===== config.mk =====
export PLATFORM = sky130hd
export DESIGN_NAME = video_timing_gen_flat
export DESIGN_NICKNAME = d
export VERILOG_FILES = /design/src/rtl/video_timing_gen_if.sv /design/src/rtl/video_timing_gen.sv /design/src/flat_wrapper.sv
export SDC_FILE = /design/constraint.sdc
export NUM_CORES = 1
export LEC_CHECK = 0
export ABC_AREA = 1
export BUFFER_PORTS_ARGS = -buffer_cell sky130_fd_sc_hd__buf_4
export CORE_ASPECT_RATIO = 1.5
export CORE_UTILIZATION = 49
export CTS_BUF_LIST = sky130_fd_sc_hd__clkbuf_16
export CTS_CLUSTER_SIZE = 30
export DETAILED_ROUTE_END_ITERATION = 7
export GPL_TIMING_DRIVEN = 0
export HOLD_SLACK_MARGIN = 0.06
export PLACE_DENSITY = 0.69
export SYNTH_ARGS = -nofsm -noshare
export SYNTH_HDL_FRONTEND = slang
export SYNTH_SLANG_ARGS = --single-unit

===== constraint.sdc =====
create_clock -name clk -period 2 [get_ports clk]
set_input_delay 0.2 -clock clk [delete_from_list [all_inputs] [get_ports clk]]
set_output_delay 0.2 -clock clk [all_outputs]
set_load 0.02 [all_outputs]

===== src/rtl/video_timing_gen_if.sv =====
// Raster timing bundle from the timing generator to the image source.
// Master drives sync, strobe, coordinates and frame bookkeeping.
interface video_timing_gen_if;
  logic        img_hsync;
  logic        img_vsync;
  logic        img_de;
  logic [11:0] x_axis;
  logic [11:0] y_axis;
  logic        frame_start;
  logic        line_end;
  logic [15:0] frame_cnt;

  modport master (
    output img_hsync, img_vsync, img_de,
    output x_axis, y_axis,
    output frame_start, line_end, frame_cnt
  );

  modport slave (
    input img_hsync, img_vsync, img_de,
    input x_axis, y_axis,
    input frame_start, line_end, frame_cnt
  );
endinterface


===== src/rtl/video_timing_gen.sv =====
// Free-running progressive raster generator with programmable porches.
// Outputs are registered decodes of the h/v counters, one clock behind.
module video_timing_gen #(
  parameter int H_DISP   = 640,
  parameter int H_FRONT  = 16,
  parameter int H_SYNC   = 96,
  parameter int H_BACK   = 48,
  parameter int V_DISP   = 480,
  parameter int V_FRONT  = 10,
  parameter int V_SYNC   = 2,
  parameter int V_BACK   = 33,
  parameter int SYNC_POL = 0
) (
  input  logic clk,
  input  logic rst_n,
  input  logic en,
  video_timing_gen_if.master vid
);

  localparam int H_TOTAL = H_SYNC + H_BACK + H_DISP + H_FRONT;
  localparam int V_TOTAL = V_SYNC + V_BACK + V_DISP + V_FRONT;

  localparam logic [11:0] H_END = 12'(H_TOTAL - 1);
  localparam logic [11:0] H_SYN = 12'(H_SYNC);
  localparam logic [11:0] H_BEG = 12'(H_SYNC + H_BACK);
  localparam logic [11:0] H_FIN = 12'(H_SYNC + H_BACK + H_DISP - 1);

  localparam logic [11:0] V_END = 12'(V_TOTAL - 1);
  localparam logic [11:0] V_SYN = 12'(V_SYNC);
  localparam logic [11:0] V_BEG = 12'(V_SYNC + V_BACK);
  localparam logic [11:0] V_FIN = 12'(V_SYNC + V_BACK + V_DISP - 1);

  localparam logic ACT = (SYNC_POL != 0);

  logic [11:0] h_cnt;
  logic [11:0] v_cnt;
  logic [11:0] h_nxt;
  logic [11:0] v_nxt;
  logic        h_wrap;
  logic        v_wrap;
  logic        h_act;
  logic        v_act;
  logic        de_n;
  logic        fs_n;
  logic        le_n;
  logic        last_n;

  always_comb begin
    h_wrap = (h_cnt == H_END);
    v_wrap = (v_cnt == V_END);
    h_nxt  = h_wrap ? 12'd0 : h_cnt + 12'd1;
    v_nxt  = v_cnt;
    if (h_wrap)
      v_nxt = v_wrap ? 12'd0 : v_cnt + 12'd1;
    h_act  = (h_cnt >= H_BEG) && (h_cnt <= H_FIN);
    v_act  = (v_cnt >= V_BEG) && (v_cnt <= V_FIN);
    de_n   = h_act && v_act;
    fs_n   = (h_cnt == H_BEG) && (v_cnt == V_BEG);
    le_n   = de_n && (h_cnt == H_FIN);
    last_n = le_n && (v_cnt == V_FIN);
  end

  always_ff @(posedge clk) begin
    if (!rst_n) begin
      h_cnt           <= '0;
      v_cnt           <= '0;
      vid.img_hsync   <= ~ACT;
      vid.img_vsync   <= ~ACT;
      vid.img_de      <= 1'b0;
      vid.x_axis      <= '0;
      vid.y_axis      <= '0;
      vid.frame_start <= 1'b0;
      vid.line_end    <= 1'b0;
      vid.frame_cnt   <= '0;
    end else if (en) begin
      h_cnt           <= h_nxt;
      v_cnt           <= v_nxt;
      vid.img_hsync   <= (h_cnt < H_SYN) ? ACT : ~ACT;
      vid.img_vsync   <= (v_cnt < V_SYN) ? ACT : ~ACT;
      vid.img_de      <= de_n;
      vid.x_axis      <= de_n ? h_cnt - H_BEG : 12'd0;
      vid.y_axis      <= de_n ? v_cnt - V_BEG : 12'd0;
      vid.frame_start <= fs_n;
      vid.line_end    <= le_n;
      if (last_n)
        vid.frame_cnt <= vid.frame_cnt + 16'd1;
    end else begin
      // stalled: hold position, but never repeat a pixel strobe
      vid.img_de      <= 1'b0;
      vid.frame_start <= 1'b0;
      vid.line_end    <= 1'b0;
    end
  end

endmodule


===== src/flat_wrapper.sv =====
// flat-port wrapper written by rule: the top's interface ports become plain ports
module video_timing_gen_flat 
#(
  parameter int H_DISP   = 640,
  parameter int H_FRONT  = 16,
  parameter int H_SYNC   = 96,
  parameter int H_BACK   = 48,
  parameter int V_DISP   = 480,
  parameter int V_FRONT  = 10,
  parameter int V_SYNC   = 2,
  parameter int V_BACK   = 33,
  parameter int SYNC_POL = 0
)
  (clk, rst_n, en, vid_img_hsync, vid_img_vsync, vid_img_de, vid_x_axis, vid_y_axis, vid_frame_start, vid_line_end, vid_frame_cnt);
  video_timing_gen_if vid_i ();
  input  logic clk;
  input  logic rst_n;
  input  logic en;
  output wire logic [$bits(vid_i.img_hsync)-1:0] vid_img_hsync;
  output wire logic [$bits(vid_i.img_vsync)-1:0] vid_img_vsync;
  output wire logic [$bits(vid_i.img_de)-1:0] vid_img_de;
  output wire logic [$bits(vid_i.x_axis)-1:0] vid_x_axis;
  output wire logic [$bits(vid_i.y_axis)-1:0] vid_y_axis;
  output wire logic [$bits(vid_i.frame_start)-1:0] vid_frame_start;
  output wire logic [$bits(vid_i.line_end)-1:0] vid_line_end;
  output wire logic [$bits(vid_i.frame_cnt)-1:0] vid_frame_cnt;
  assign vid_img_hsync = vid_i.img_hsync;
  assign vid_img_vsync = vid_i.img_vsync;
  assign vid_img_de = vid_i.img_de;
  assign vid_x_axis = vid_i.x_axis;
  assign vid_y_axis = vid_i.y_axis;
  assign vid_frame_start = vid_i.frame_start;
  assign vid_line_end = vid_i.line_end;
  assign vid_frame_cnt = vid_i.frame_cnt;
  video_timing_gen #(.H_DISP(H_DISP), .H_FRONT(H_FRONT), .H_SYNC(H_SYNC), .H_BACK(H_BACK), .V_DISP(V_DISP), .V_FRONT(V_FRONT), .V_SYNC(V_SYNC), .V_BACK(V_BACK), .SYNC_POL(SYNC_POL)) u_core (.clk(clk), .rst_n(rst_n), .en(en), .vid(vid_i));
endmodule

==> After elaboration in Yosys (flattened, before gate mapping) <==
Cells that the tools add are included.
{ "word_totals": {"ff_bits": 69, "input_bits": 3, "word_cells": 42} }
{ "op_classes": {"n_addsub": 5, "magnitude_cmp": 6, "n_eq_ne": 6, "mux": 6, "reduce_logical": 9} }
{ "ops": {"columns": ["operator", "count"], "rows": [
  ["12-bit by 10-bit == test with 1-bit output (second input constant)", 4],
  ["12-bit two-way mux", 4],
  ["12-bit by 1-bit adder with 12-bit output (second input constant)", 2],
  ["12-bit by 10-bit <= comparator with 1-bit output (second input constant)", 2],
  ["16-bit by 1-bit adder with 16-bit output (second input constant)", 1],
  ["12-bit by 6-bit == test with 1-bit output (second input constant)", 1],
  ["12-bit by 8-bit == test with 1-bit output (second input constant)", 1],
  ["12-bit by 6-bit >= comparator with 1-bit output (second input constant)", 1],
  ["12-bit by 8-bit >= comparator with 1-bit output (second input constant)", 1],
  ["12-bit by 2-bit < comparator with 1-bit output (second input constant)", 1],
  ["12-bit by 7-bit < comparator with 1-bit output (second input constant)", 1],
  ["12-bit by 6-bit subtractor with 12-bit output (second input constant)", 1],
  ["12-bit by 8-bit subtractor with 12-bit output (second input constant)", 1],
  ["1-bit logical AND", 6],
  ["2-bit AND reduction", 3],
  ["1-bit two-way mux", 2]
]} }

==> Longest topological paths before layout <==
{ "depth": {"word_depth": 6, "mapped_depth": 11} }

==> Least setup slack after synthesis <==
Ideal clock, no wire load.
{ "synth_path": {"kind": "register to register", "from": "reg u_core.vid.frame_cnt[0]", "to": "reg u_core.vid.frame_cnt[14]", "setup_time_ns": 0.113, "arrival_time_ns": 1.532, "required_ns": 1.887, "setup_slack_ns": 0.355, "path_stages_with_launch": 9, "path_buffers": 0, "cell_sequence": "dfxtp_1 -> ha_1 -> nand2_1 -> nor2_1 -> nand2_1 -> nor3_1 -> nand3_1 -> nor2_1 -> nor2_1"} }
{ "synth_via": {"elab_chain_len": 1} }
{ "synth_lines": {"columns": ["element", "line_no", "source"], "rows": [
  ["start: declaration", "video_timing_gen_if.sv:16", "output frame_start, line_end, frame_cnt"],
  ["start signal: assignment", "video_timing_gen.sv:86", "vid.frame_cnt <= vid.frame_cnt + 16'd1;"],
  ["16-bit by 1-bit adder with 16-bit output", "video_timing_gen.sv:86", null]
]} }
Every way passes these cells.
A chain may end at the register's enable or synchronous reset.

==> Worst setup path in the final report <==
{ "layout_path": {"from": "reg u_core.v_cnt[0]", "to": "reg u_core.vid.y_axis[8]"} }
{ "layout_via": {"elab_chain_len": 4, "elab_cells_between_ends": 6, "cone_classes": "1 x add/sub; 2 x order compare; 1 x mux; 2 x reduce/logical"} }
{ "layout_lines": {"columns": ["element", "line_no", "source"], "rows": [
  ["start: declaration", "video_timing_gen.sv:36", "logic [11:0] v_cnt;"],
  ["start signal: assignment", "video_timing_gen.sv:77", "v_cnt <= v_nxt;"],
  ["12-bit by 6-bit >= comparator with 1-bit output / 12-bit by 10-bit <= comparator with 1-bit output (equally long branches)", "video_timing_gen.sv:56", "v_act = (v_cnt >= V_BEG) && (v_cnt <= V_FIN);"],
  ["1-bit logical AND", "video_timing_gen.sv:56", null],
  ["1-bit logical AND", "video_timing_gen.sv:57", "de_n = h_act && v_act;"],
  ["12-bit two-way mux (*)", "video_timing_gen.sv:82", "vid.y_axis <= de_n ? v_cnt - V_BEG : 12'd0;"],
  ["end signal: assignment", "video_timing_gen.sv:82", null],
  ["end: declaration", "video_timing_gen_if.sv:15", "output x_axis, y_axis,"]
]} }
Mark *: on every way between the ends. The rest lies on a longest branch, timed or not.

==> key figures <==
Timing
  – Final Hold Viols: 0
  – Hold slack final: 240 ps
  – Skew final: 6.18 ps
  – Unrepaired setup endpoints after global routing: false
  – Sum of negative setup slack: 0 ps
  – Post-route clock period utilization: 0.938
  – Normalized max-slew margin: 0.630
  – Finish-stage setup viols: 0
  – Crit path time final: about 1900 ps
  – FMAX: approximately 530 MHz
  – Final Max Slew Viols: 0
  – Worst Max-Slew Pin Slew: 554 ps

Worst setup path
  – Crit Path Max Fanout: 10
  – Worst Path Arrival: 2160 ps
  – R2r endpoint: u_core.vid.y_axis[8]
  – WP data required: roughly 2300 ps
  – R2r worst-path depth: 10
  – Critical Path Source: u_core.v_cnt[0]
  – Crit. End Element: flop
  – Type of origin of the critical path: flop
  – Worst setup path endpoint: u_core.vid.y_axis[8]
  – Kind of critical path: flop to flop
  – Reg2Reg Setup Slack: ~120 ps
  – R2r startpoint: u_core.v_cnt[0]

Cells and area
  – Ratio of cells with drive above 1 in the final layout: 0.164
  – Antenna diodes: 0
  – Core Util, Final: 0.624
  – Synth-to-Final Area Change: 22.3%
  – Layout net count: approximately 610

Synth
  – Async set or reset register ratio after synthesis: 0
  – Yosys top cell area share: 0.372
  – Yosys warns: 0
  – Largest area contributor in the netlist: dfxtp_1
  – Main synth FF type: dfxtp_1
  – Syn Nets: 554
  – Post-synth EDFFs: 0
  – Post-synth top cells: 168 x nand2_1, 69 x dfxtp_1, 61 x inv_1, 61 x nor2_1, 54 x nand3_1
  – Sequential cell area fraction in the yosys report: 0.372
  – Ranking of synthesized cells by area: dfxtp_1 37%, nand2_1 17%, nand3_1 7.3%, inv_1 6.2%, nor2_1 6.2%
  – Most frequent cell after synthesis: nand2_1
  – Netlist cell types: 36
  – Seq cells post-synth: approximately 70
  – Post-Synthesis Cells: 541
  – Avg Inst Size Synth: 6.86 sq um
  – Synthesized area: approximately 3700 sq um

Power and ir drop
  – Power Density: slightly above 700 nW/um^2
  – Clock share of power: 0.550
  – Comb power frac: 0.026
  – P_sw: ~0.67 mW
  – Peak supply drop: 0.000491 V
  – Switching share of power: 0.203
  – Internal cell power: 2.62 mW
  – Flop pwr share: 0.424
  – Static Leak: roughly 2.1 nW

Place
  – RePlAce Congestion: 0.916
  – PortBufs: 46
  – DP HPWL: about 7300 um

Global routing
  – Initial antenna violation count: 0
  – GRT Total Usage: 0.252
  – First-pass GRT wire length: around 15000 um
  – Largest net degree at the start of global routing: 13
  – Vias in the first global route: 3309
  – Final global-route overflow total: 0

Die
  – Row cnt: 38
  – Die Footprint: a little under 8000 sq um
  – Core area: 7270 sq um
  – Starting Density: 0.510
  – # IOs: 48
  – Die Wd: 73.0 um
  – Die Y: 109 um

Detailed routing
  – DRC: 0
  – Routed Antenna Nets: 0
  – DR iter-0 viols: 170
  – Routed WL per cell: 13.3 um
  – Pre-antenna DRT Iters: 4
  – Avg Vias per Cell: 5.10
  – Via count: 3591
  – DRT Wirelength: between 9000 and 10000 um

Clocking
  – Max clock buf depth: 2
  – Worst-path clk slew: 60 ps
  – Inserted Clock Buffers: 9
  – Root Driver: clkbuf_16
  – Insertion delay to the later sink of the worst-skew pair: ~340 ps
  – CTS tree: built
  – Max H-tree Level: 3
  – Hold_buf cts: 0
  – Clk sinks: 69

Run status
  – Status: finished, final reports clean

Min path
  – Hold crit path type: primary input to flop

Run
  – Max-Cap Viols: 0
-- power groups by stage --
stage                     registers [mW]  logic [mW]  clock network, mW
after floorplan                     1.42      0.0514                  0
after global placement              1.42      0.0832                  0
after detailed placement            1.42      0.0840                  0
after CTS                           1.39      0.0848               1.84
after global routing                1.39      0.0942               1.90
final                               1.39      0.0848               1.81
-- cells in the final DEF, fill, tap and decap left out, types with 9 or more instances in the layout --
master     Yosys  routed
a21oi_1       22      22
buf_4          2      49
nand2_1      168     168
clkbuf_16      0       9
xor2_1        19      19
nor3_1        10       9
ha_1          10      10
nor2_1        61      61
nand3_1       54      54
dfxtp_1       69      69
inv_1         61      62
nand4_1       13      13
-- what timing repair did --
item,in CTS,in global routing
hold endpoints to repair,0,0
endpoints found under the setup margin,0,10
gates resized for setup,0,2
buffers inserted,0,1
-- worst min path at each step --
stage / start / to / slack (ps) / cells after the start
floorplan: u_core.v_cnt[10] / u_core.v_cnt[10] / 450 / 2
global placement: u_core.vid.y_axis[10] / u_core.vid.y_axis[10] / 430 / 2
detailed placement: u_core.vid.y_axis[10] / u_core.vid.y_axis[10] / 430 / 2
CTS: en / u_core.h_cnt[11] / 230 / 3
global route: en / u_core.h_cnt[11] / 250 / 3
finish: en / u_core.h_cnt[11] / 240 / 3
-- flip-flops by register name (all words and copies together), names as in the netlist --
signal	cells
u_core.vid.frame_cnt	16
u_core.h_cnt	12
u_core.v_cnt	12
u_core.vid.x_axis	12
u_core.vid.y_axis	12
u_core.vid.frame_start	1
u_core.vid.img_de	1
u_core.vid.img_hsync	1
u_core.vid.img_vsync	1
u_core.vid.line_end	1
-- kinds of logic after synthesis --
logic type      share of synthesized area
fa+ha+maj                          0.0337
xor+xnor                           0.0449
simple gates                        0.403
compound gates                     0.0533
flops                               0.372
buf+inv                            0.0931
-- metrics by stage --
step | worst slack (ps) | area, sq um | instances | power, mW
after floorplan | 355 | 3710 | 541 | 1.48
after global placement | 126 | 4180 | 687 | 1.51
after detailed placement | 117 | 4180 | 687 | 1.51
after CTS | 86.3 | 4520 | 703 | 3.32
after global routing | 33.3 | 4540 | 704 | 3.39
final | 124 | 4540 | 704 | 3.29
-- area by class of cell --
| cell class | instances | area (sq um) |
|---|---|---|
| well taps | 100 | 125 |
| repair buffers | 47 | 353 |
| multi-input cells | 392 | 1990 |
| fillers | 681 | 2740 |
| clock buffers | 9 | 225 |
| flip-flops and latches | 69 | 1380 |
| plain buffers | 13 | 93.8 |
| clock inverters | 7 | 114 |
| inverters | 67 | 251 |
-- worst max-delay path, stage by stage, from the launching register on --
cell     delay (ps)
dfxtp_1         460
ha_1            330
nor2_1           60
nand2_1         100
nand2_1         110
nand3_1         110
nand3_2         100
nor2_4          180
buf_4           200
nand3_1         100
nand2_1          70
-- routing by layer --
metal  vias to the layer above  global-route usage  share of wire
li1                       1825                   -              -
met1                      1654               0.254           0.40
met2                        93               0.476           0.54
met3                        19              0.0587          0.039
met4                         0               0.113          0.025
met5                         -                   0              0
Note: power is estimated with default switching activity, not from simulation.
